$ cat src/rtl/datapath_pipe.sv
// datapath_pipe: two-stage ALU + shifter pipeline with a 2**M x N register file.
// Stage 0 reads operands and evaluates the ALU; stage 1 shifts, writes back and
// drives DATA_out / stateBits. A stage-1 write to a register read in stage 0 is a
// hazard.
// Build option: define DATAPATH_PIPE_FORWARD_EN to forward the stage-1 shifter
// output to stage 0 instead of stalling one cycle on a hazard.
module datapath_pipe #(
   parameter int N = 8,
   parameter int M = 3
) (
   input  logic         clk,
   input  logic         rst_n,
   input  logic         in_valid,
   output logic         in_ready,
   input  logic [M-1:0] src_a,
   input  logic [M-1:0] src_b,
   input  logic [M-1:0] dst,
   input  logic         we,
   input  logic         in_sel,
   input  logic [3:0]   alu_op,
   input  logic [2:0]   shift_op,
   input  logic [N-1:0] DATA_in,
   output logic [N-1:0] DATA_out,
   output logic         out_valid,
   output logic [3:0]   stateBits
);

   localparam int DEPTH = 2 ** M;

   // ALU: returns {V, N, Z, C, result}
   function automatic logic [N+3:0] alu_f(input logic [N-1:0] a,
                                          input logic [N-1:0] b,
                                          input logic [3:0]   op);
      logic [N-1:0] y;
      logic [N:0]   sum;
      logic [N-1:0] res;
      logic         v;
      logic         c;
      case (op[2:1])
         2'b00:   y = {N{1'b0}};
         2'b01:   y = b;
         2'b10:   y = ~b;
         default: y = {N{1'b1}};
      endcase
      sum = {1'b0, a} + {1'b0, y} + {{N{1'b0}}, op[0]};
      if (op[3] == 1'b0) begin
         res = sum[N-1:0];
         c   = sum[N];
         v   = (a[N-1] == y[N-1]) && (sum[N-1] != a[N-1]);
      end else begin
         c = 1'b0;
         v = 1'b0;
         case (op[2:1])
            2'b00:   res = a & b;
            2'b01:   res = a | b;
            2'b10:   res = a ^ b;
            default: res = ~a;
         endcase
      end
      return {v, res[N-1], (res == {N{1'b0}}), c, res};
   endfunction

   // Shifter: shl/shr fill with zero, asr replicates the sign bit
   function automatic logic [N-1:0] shift_f(input logic [N-1:0] d,
                                            input logic [2:0]   op);
      logic [N-1:0] r;
      case (op)
         3'b001:  r = {d[N-2:0], 1'b0};
         3'b010:  r = {1'b0, d[N-1:1]};
         3'b011:  r = {N{1'b0}};
         3'b101:  r = {d[N-2:0], d[N-1]};
         3'b110:  r = {d[0], d[N-1:1]};
         3'b111:  r = {d[N-1], d[N-1:1]};
         default: r = d;
      endcase
      return r;
   endfunction

   logic [N-1:0] rf_r [DEPTH];

   logic         s1_valid_r;
   logic [N-1:0] s1_res_r;
   logic [3:0]   s1_flags_r;
   logic [M-1:0] s1_dst_r;
   logic         s1_we_r;
   logic [2:0]   s1_shop_r;

   logic [N-1:0] sh_s;
   logic         wb_en_s;
   logic         fwd_a_s;
   logic         fwd_b_s;
   logic         stall_s;
   logic         accept_s;
   logic [N-1:0] opa_s;
   logic [N-1:0] opb_s;
   logic [N+3:0] alu_s;

   assign sh_s     = shift_f(s1_res_r, s1_shop_r);
   assign wb_en_s  = s1_valid_r & s1_we_r;
   assign in_ready = rst_n & ~stall_s;
   assign accept_s = in_valid & in_ready;
   assign alu_s    = alu_f(opa_s, opb_s, alu_op);

   // Hazard detection and stall decision against the pending stage-1 write
   always_comb begin
      fwd_a_s = wb_en_s && !in_sel && (src_a == s1_dst_r);
      fwd_b_s = wb_en_s && (src_b == s1_dst_r);
`ifdef DATAPATH_PIPE_FORWARD_EN
      stall_s = 1'b0;
`else
      stall_s = fwd_a_s | fwd_b_s;
`endif
   end

   // Operand read with write-through of the value being written this cycle
   always_comb begin
      opa_s = {N{1'b0}};
      opb_s = {N{1'b0}};
      if (in_sel) begin
         opa_s = DATA_in;
      end else if (fwd_a_s) begin
         opa_s = sh_s;
      end else begin
         opa_s = rf_r[src_a];
      end
      if (fwd_b_s) begin
         opb_s = sh_s;
      end else begin
         opb_s = rf_r[src_b];
      end
   end

   // Register file: cleared by reset, written from stage 1
   always_ff @(posedge clk or negedge rst_n) begin
      if (!rst_n) begin
         for (int i = 0; i < DEPTH; i++) begin
            rf_r[i] <= {N{1'b0}};
         end
      end else if (wb_en_s) begin
         rf_r[s1_dst_r] <= sh_s;
      end
   end

   // Stage-1 capture and output registers
   always_ff @(posedge clk or negedge rst_n) begin
      if (!rst_n) begin
         s1_valid_r <= 1'b0;
         s1_res_r   <= {N{1'b0}};
         s1_flags_r <= 4'b0000;
         s1_dst_r   <= {M{1'b0}};
         s1_we_r    <= 1'b0;
         s1_shop_r  <= 3'b000;
         DATA_out   <= {N{1'b0}};
         out_valid  <= 1'b0;
         stateBits  <= 4'b0000;
      end else begin
         s1_valid_r <= accept_s;
         if (accept_s) begin
            s1_res_r   <= alu_s[N-1:0];
            s1_flags_r <= alu_s[N+3:N];
            s1_dst_r   <= dst;
            s1_we_r    <= we;
            s1_shop_r  <= shift_op;
         end
         out_valid <= s1_valid_r;
         if (s1_valid_r) begin
            DATA_out  <= sh_s;
            stateBits <= s1_flags_r;
         end
      end
   end

endmodule

$ cat config.mk
export PLATFORM = sky130hd
export DESIGN_NAME = datapath_pipe
export DESIGN_NICKNAME = d
export VERILOG_FILES = /design/src/rtl/datapath_pipe.sv
export SDC_FILE = /design/constraint.sdc
export NUM_CORES = 1
export LEC_CHECK = 0
export ABC_AREA = 1
export CELL_PAD_IN_SITES_DETAIL_PLACEMENT = 0
export CELL_PAD_IN_SITES_GLOBAL_PLACEMENT = 1
export CORE_MARGIN = 4
export CORE_UTILIZATION = 25
export DETAILED_ROUTE_END_ITERATION = 10
export PLACE_DENSITY_LB_ADDON = 0.15
export SLEW_MARGIN = 20
export SYNTH_ARGS = -nofsm -noshare
export SYNTH_HDL_FRONTEND = slang
export SYNTH_SLANG_ARGS = --single-unit
export TNS_END_PERCENT = 50
$ cat constraint.sdc
create_clock -name clk -period 4.51 [get_ports clk]
set_input_delay 0.902 -clock clk [delete_from_list [all_inputs] [get_ports clk]]
set_output_delay 0.902 -clock clk [all_outputs]
set_load 0.01 [all_outputs]
==> flow_metrics.py, run 1 <==
metrics = {
    "run_status": {
        "outcome": "complete, no violations",
    },
    "final_layout": {
        "fillers": 2862,
        "utilization": 0.300,
        "nets": 1025,
        "drive_gt1_frac": 0.105,
        "syn2layout_area_growth_pct": 17.6,
        "diodes": 0,
    },
    "setup_path": {
        "path_class": "in2reg",
        "max_stage_delay_ns": 0.65,
        "rr_worst_depth": 16,
        "critical_path_arrival_ns": 4.19,
        "reg2reg_to": "s1_flags_r[1]$_DFFE_PN0P_",
        "worst-path-max-fanout": 15,
        "r2r-start": "s1_shop_r[1]$_DFFE_PN0P_",
        "worst_setup_path_start_kind": "primary input",
        "rrSetupSlack_ns": 0.77,
        "path_cells": "clkdlybuf4s50_1 > buf_4 > nor2_1 > nor2_1 > nand2_2 > o21ai_0 > o21ai_0 > ha_1 > a21oi_1 > o21ai_0 > a21oi_1 > nand2_2 > nand2_1 > nand3_1 > nand2_1 > nor2_2 > nand3_1 > nand2_1",
        "endpoint_kind": "flip-flop",
        "critPathRequiredTime_ns": 4.76,
        "crit_slowest_cell": "o21ai_0",
    },
    "synthesis": {
        "synth-seq-area-share": 0.373,
        "synth_compound_area_frac": 0.171,
        "synth-seq-cells": 96,
        "synth_edf_count": 0,
        "ys_warn_count": 0,
        "synth-xor-area-share": 0.00272,
        "syn-num-nets": 985,
        "yosys.area_share.adder": 0.0330,
        "synth.area.top_cells": "dfrtp_1 37%, nand2_1 17%, o21ai_0 10%, nand3_1 6.3%, inv_1 5.4%",
        "yosysMostFrequentCell": "nand2_1",
        "async_reset_ff_frac": 1.00,
        "synth_top_area_frac": 0.373,
        "synthSimpleGateAreaFrac": 0.317,
        "yosys-top-cells-count": "290 x nand2_1, 134 x o21ai_0, 96 x dfrtp_1, 92 x inv_1, 81 x nand3_1",
        "syn_inst": 939,
        "synth.avg_cell_area_um2": 6.85,
        "synthMuxAreaShare": 0.00156,
        "synth_top_family_by_area": "simple AND/OR/NAND/NOR gates",
        "yosys.area.top_type": "dfrtp_1",
        "synth.cell_area_mm2": 0.00644,
        "ys_types": 39,
        "ys.flop_type": "dfrtp_1",
    },
    "detailed_routing": {
        "drc": 0,
        "ant_nets": 0,
        "first_pass_iters": 5,
        "routed_wl_mm": 23.9,
        "drt_iter0_markers": 477,
        "dr_total_vias": 6118,
        "wire_per_inst_um": 18.2,
        "vias_per_cell": 4.66,
    },
    "timing": {
        "skew_ns": 0.0118,
        "maxSlewViolCount": 0,
        "setup_tns_ns": 0,
        "final-hold-violation-count": 0,
        "post-route-min-period_ns": 3.94,
        "hold-worst-slack_ns": 0.478,
        "tightest_slew_ns": 0.709,
        "fin_crit_sh": 0.873,
        "setup_viol": 0,
        "maxSlewHeadroom": 0.522,
        "fmax_mhz": 254,
        "setup_slack_ns": 0.571,
        "rsz0062_at_grt": "false",
    },
    "pwr": {
        "powerDensity_mw_per_mm2": 430,
        "p_leak_nw": 3.57,
        "ir_drop_mv": 0.185,
    },
    "placement": {
        "place_hpwl_mm": 17.9,
        "portBuffers": 42,
        "gp_congestion": 0.805,
        "pre_cts_slack_ns": 0.157,
    },
    "grt": {
        "grt_pass1_vias": 6030,
        "antenna_found_initial": 0,
        "grt_overflow": 0,
        "grt_first_pass_wirelength_mm": 37.8,
        "grt_usage": 0.172,
        "grt_max_degree": 52,
    },
    "hold_path": {
        "hp-start": "stateBits[0]$_DFFE_PN0P_",
        "hold_class": "reg2reg",
        "worstHoldPathCells": 2,
        "whs_endpoint": "stateBits[0]$_DFFE_PN0P_",
    },
    "floorplan": {
        "die_x_um": 168,
        "die_area_mm2": 0.0284,
        "ioPinCount": 43,
        "fp.coreArea_mm2": 0.0253,
        "rows": 58,
        "initial_core_util": 0.255,
        "chipHeight_um": 168,
    },
    "clock_network": {
        "ctsRootBufferMaster": "clkbuf_16",
        "tritoncts": "yes",
        "clk_pin_slew_worst_paths_ns": 0.08,
        "cts_sinks": 96,
        "clk-insertion-delay-late_ns": 0.36,
        "cts_made_buffers": 9,
        "cts_hold_buf": 0,
        "ctsResizeCount": 0,
        "h-tree-depth": 3,
        "cts_buffer_depth": 2,
        "cts_setup_buffers": 0,
    },
    "job": {
        "max_cap_violations": 0,
    },
}
==> worst max-delay path, delay by kind of cell <==
| kind | cells | cell delay [ns] |
|---|---|---|
| adder cells (fa/ha/maj) | 1 | 0.24 |
| buffers and inverters | 2 | 0.75 |
| AO/OA/AOI/OAI | 5 | 1.43 |
| AND/OR/NAND/NOR | 10 | 0.88 |
==> layout by cell type (no fill, tap or decap), drive strengths merged, types with 2 or more instances in the layout <==
cell and instances:
nand2 317, o21ai 139, inv 107, dfrtp 96, nand3 87, nor2 59, clkdlybuf4s50 41, a21oi 35
buf 32, ha 17, o211ai 14, clkbuf 11, o221ai 4, clkinv 4, nand4 3, o22ai 2
o21bai 2, o311ai 2, nand3b 2
==> power breakdown <==
part	leakage (nW)	internal [mW]	switching [mW]	total (mW)
Sequential	1.26	1.10	0.183	1.28
Combinational	2.16	0.408	0.733	1.14
Clock	0.151	0.452	0.384	0.837
Total	3.57	1.96	1.30	3.26
==> flip-flops by register name, summed over array words and instances (netlist names) <==
name,cells
s1_dst_r,3
rf_r,64
s1_flags_r,4
DATA_out,8
s1_shop_r,3
s1_valid_r,1
s1_res_r,7
stateBits,4
out_valid,1
s1_we_r,1
==> cell families (layout without fill, tap and decap cells) <==
| family | after synthesis | after routing |
|---|---|---|
| AND/OR/NAND/NOR | 469 | 469 |
| AO/OA/AOI/OAI | 203 | 203 |
| buffers and inverters | 151 | 196 |
| flip-flops | 96 | 96 |
| adder cells (fa/ha/maj) | 17 | 17 |
| XOR/XNOR | 2 | 2 |
| multiplexers | 1 | 1 |
==> worst max-delay path by stage <==
stage                  start                        end
floorplan           src_b[0]  s1_flags_r[1]$_DFFE_PN0P_
global placement    src_a[1]  s1_flags_r[3]$_DFFE_PN0P_
detailed placement  src_b[0]  s1_flags_r[2]$_DFFE_PN0P_
CTS                 src_b[0]  s1_flags_r[2]$_DFFE_PN0P_
global route        src_b[0]  s1_flags_r[1]$_DFFE_PN0P_
finish              src_b[0]  s1_flags_r[1]$_DFFE_PN0P_
==> stage by stage <==
stage,instance area (um2),total power [mW],cells
3_5_place_dp,7270,2.44,1298
4_1_cts,7570,3.29,1314
3_3_place_gp,7270,2.45,1298
2_1_floorplan,6440,1.98,939
5_1_grt,7570,3.51,1314
6_report,7570,3.26,1314
==> metal layers <==
metal	GRT usage	up-vias	share of wire
li1	-	3121	-
met3	0.0196	13	0.033
met4	0.0314	0	0.010
met2	0.253	115	0.43
met5	0	-	0
met1	0.271	2869	0.53
==> layout make-up <==
| type | count | area [um2] | area share |
|---|---|---|---|
| inverter | 107 | 408 | 0.0539 |
| clock buffer | 11 | 243 | 0.0321 |
| tap | 330 | 413 | 0.0545 |
| multi-input combinational | 692 | 3380 | 0.447 |
| clock inverter | 5 | 61.3 | 0.00810 |
| sequential | 96 | 2400 | 0.317 |
| timing repair buffer | 73 | 663 | 0.0876 |
Power figures use the tool's default switching activity.
==> inputs of run 2 (changes only) <==
CORE_MARGIN = not set   (was 4)
TNS_END_PERCENT = 10   (was 50)
clock period = 3.3 ns   (was 4.51 ns; I/O delays follow)
==> run 2 against run 1 <==
Hold slack got worse by 0.16 ns. First-iteration DRC count fell by 17%. Worst setup slack got worse by 0.47 ns. Wire length rose by 0.85%. Sequential share of layout area fell by 2.9 points. Critical path type is now in2out. Clock skew fell by 0.0016 ns. Highest routed layer unchanged.
==> flow_metrics.py, run 2 (synthesis gave the netlist of run 1 again) <==
metrics = {
    "setup_path": {
        "critical_path_arrival_ns": 2.54,
        "critPathCapture": "in_ready",
        "reg2reg_to": "s1_flags_r[1]$_DFFE_PN0P_",
        "worst_setup_path_start_kind": "primary input",
        "path_cells": "dlygate4sd2_1 > buf_6 > nand2_1 > buf_4 > nand3_1 > nor2_4 > buf_4 > nor2_1 > buf_4 > clkdlybuf4s50_1",
        "critPathRequiredTime_ns": 2.64,
        "worst-path-max-fanout": 9,
        "critPathLaunch": "src_a[0]",
        "r2r-start": "s1_dst_r[2]$_DFFE_PN0P_",
        "crit_slowest_cell": "clkdlybuf4s50_1",
        "path_class": "in2out",
        "crit_cells": 10,
        "endpoint_kind": "output port",
        "path_buf_inv": 6,
        "max_stage_delay_ns": 0.54,
        "rrSetupSlack_ns": 0.21,
        "crit_top_cell": "buf_4",
        "crit_family": "buffers and inverters",
        "rr_worst_depth": 18,
    },
    "detailed_routing": {
        "dr_total_vias": 6365,
        "first_pass_iters": 5,
        "ant_nets": 0,
        "wire_per_inst_um": 17.2,
        "routed_wl_mm": 24.1,
        "vias_per_cell": 4.55,
        "drc": 0,
        "drt_iter0_markers": 396,
    },
    "timing": {
        "maxSlewHeadroom": 0.362,
        "post-route-min-period_ns": 3.20,
        "setup_tns_ns": 0,
        "skew_ns": 0.0101,
        "setup_viol": 0,
        "final-hold-violation-count": 0,
        "maxSlewViolCount": 0,
        "rsz0062_at_grt": "true",
        "fin_crit_sh": 0.968,
        "fmax_mhz": 313,
        "tightest_slew_ns": 0.958,
        "setup_slack_ns": 0.104,
    },
    "floorplan": {
        "rows": 58,
        "initial_core_util": 0.256,
        "die_x_um": 162,
        "die_area_mm2": 0.0264,
        "chipHeight_um": 162,
        "fp.coreArea_mm2": 0.0252,
        "ioPinCount": 43,
    },
    "pwr": {
        "p_leak_nw": 4.03,
        "p_total_mw": 4.62,
        "ir_drop_mv": 0.238,
        "powerDensity_mw_per_mm2": 555,
    },
    "final_layout": {
        "final_cell_mix": "286 x nand2_1, 125 x o21ai_0, 109 x buf_4, 96 x dfrtp_1, 89 x inv_1",
        "final_common_cell": "nand2_1",
        "utilization": 0.331,
        "drive_gt1_frac": 0.194,
        "regArea_mm2": 0.00240,
        "fillers": 2724,
        "syn2layout_area_growth_pct": 29.4,
        "largest_reg_flops": 64,
        "fin_cells": 1399,
        "diodes": 0,
        "top_regs": "rf_r: 64 flops, DATA_out: 8 flops, s1_res_r: 7 flops",
        "multi_input_area_mm2": 0.00346,
        "nets": 1110,
        "regMostFlops": "rf_r",
    },
    "clock_network": {
        "ctsRootBufferMaster": "clkbuf_16",
        "cts_made_buffers": 9,
        "cts_sinks": 96,
        "clk-insertion-delay-late_ns": 0.36,
        "cts_buffer_depth": 2,
        "tritoncts": "yes",
        "h-tree-depth": 3,
        "clk_pin_slew_worst_paths_ns": 0.07,
    },
    "grt": {
        "grt_pass1_vias": 6297,
        "grt_max_degree": 72,
        "antenna_found_initial": 0,
        "grt_first_pass_wirelength_mm": 38.2,
        "grt_overflow": 0,
        "grt_usage": 0.193,
    },
    "run_status": {
        "outcome": "complete, no violations",
    },
    "placement": {
        "dp_cells": 1380,
        "gp_congestion": 0.854,
        "portBuffers": 42,
        "place_hpwl_mm": 18.9,
        "pre_cts_slack_ns": -0.761,
    },
    "hold_path": {
        "hold_class": "in2async",
    },
    "job": {
        "max_cap_violations": 0,
    },
}
## run 2: area by class of cell
class                      instances  area share
sequential                        96       0.289
timing repair buffer             158       0.163
inverter                         107      0.0490
clock buffer                       9      0.0270
multi-input combinational        692       0.415
clock inverter                     7     0.00736
tap                              330      0.0496
## run 2: worst min-delay path by stage
stage                                     endpoint  slack, ns  cells after the start
after CTS                  s1_res_r[1]$_DFFE_PN0P_       0.33                      2
after global routing       s1_res_r[1]$_DFFE_PN0P_       0.34                      2
after detailed placement  stateBits[0]$_DFFE_PN0P_       0.46                      2
after floorplan            DATA_out[0]$_DFFE_PN0P_       0.36                      0
after global placement    stateBits[1]$_DFFE_PN0P_       0.46                      2
final                      s1_res_r[3]$_DFFE_PN0P_       0.32                      2
## run 2: what timing repair did
action | 4_1_cts | 5_1_grt
buffers inserted | 1 | 2
gates resized for setup | 25 | 16
pin swaps | 4 | 8
endpoints found under the setup margin | 10 | 10
hold buffers | 0 | 0
## run 2: stage by stage
step / instance area, um2 / hold WS [ns]
after global routing: 8330 / 0.342
final: 8330 / 0.322
after global placement: 7930 / 0.464
after CTS: 8280 / 0.327
after floorplan: 6440 / 0.364
after detailed placement: 7930 / 0.459
## run 2: power by group
part           internal (mW)  total (mW)  switching [mW]
Combinational          0.741        1.80            1.06
Clock                  0.529        1.06           0.533
Sequential              1.50        1.76           0.260
## run 2: layer usage
| layer | global-route usage | wire length [um] | part of all wire |
|---|---|---|---|
| met5 | 0 | 0 | 0 |
| met4 | 0.0416 | 318 | 0.013 |
| met3 | 0.0229 | 678 | 0.028 |
| met2 | 0.289 | 10100 | 0.42 |
| met1 | 0.291 | 13000 | 0.54 |
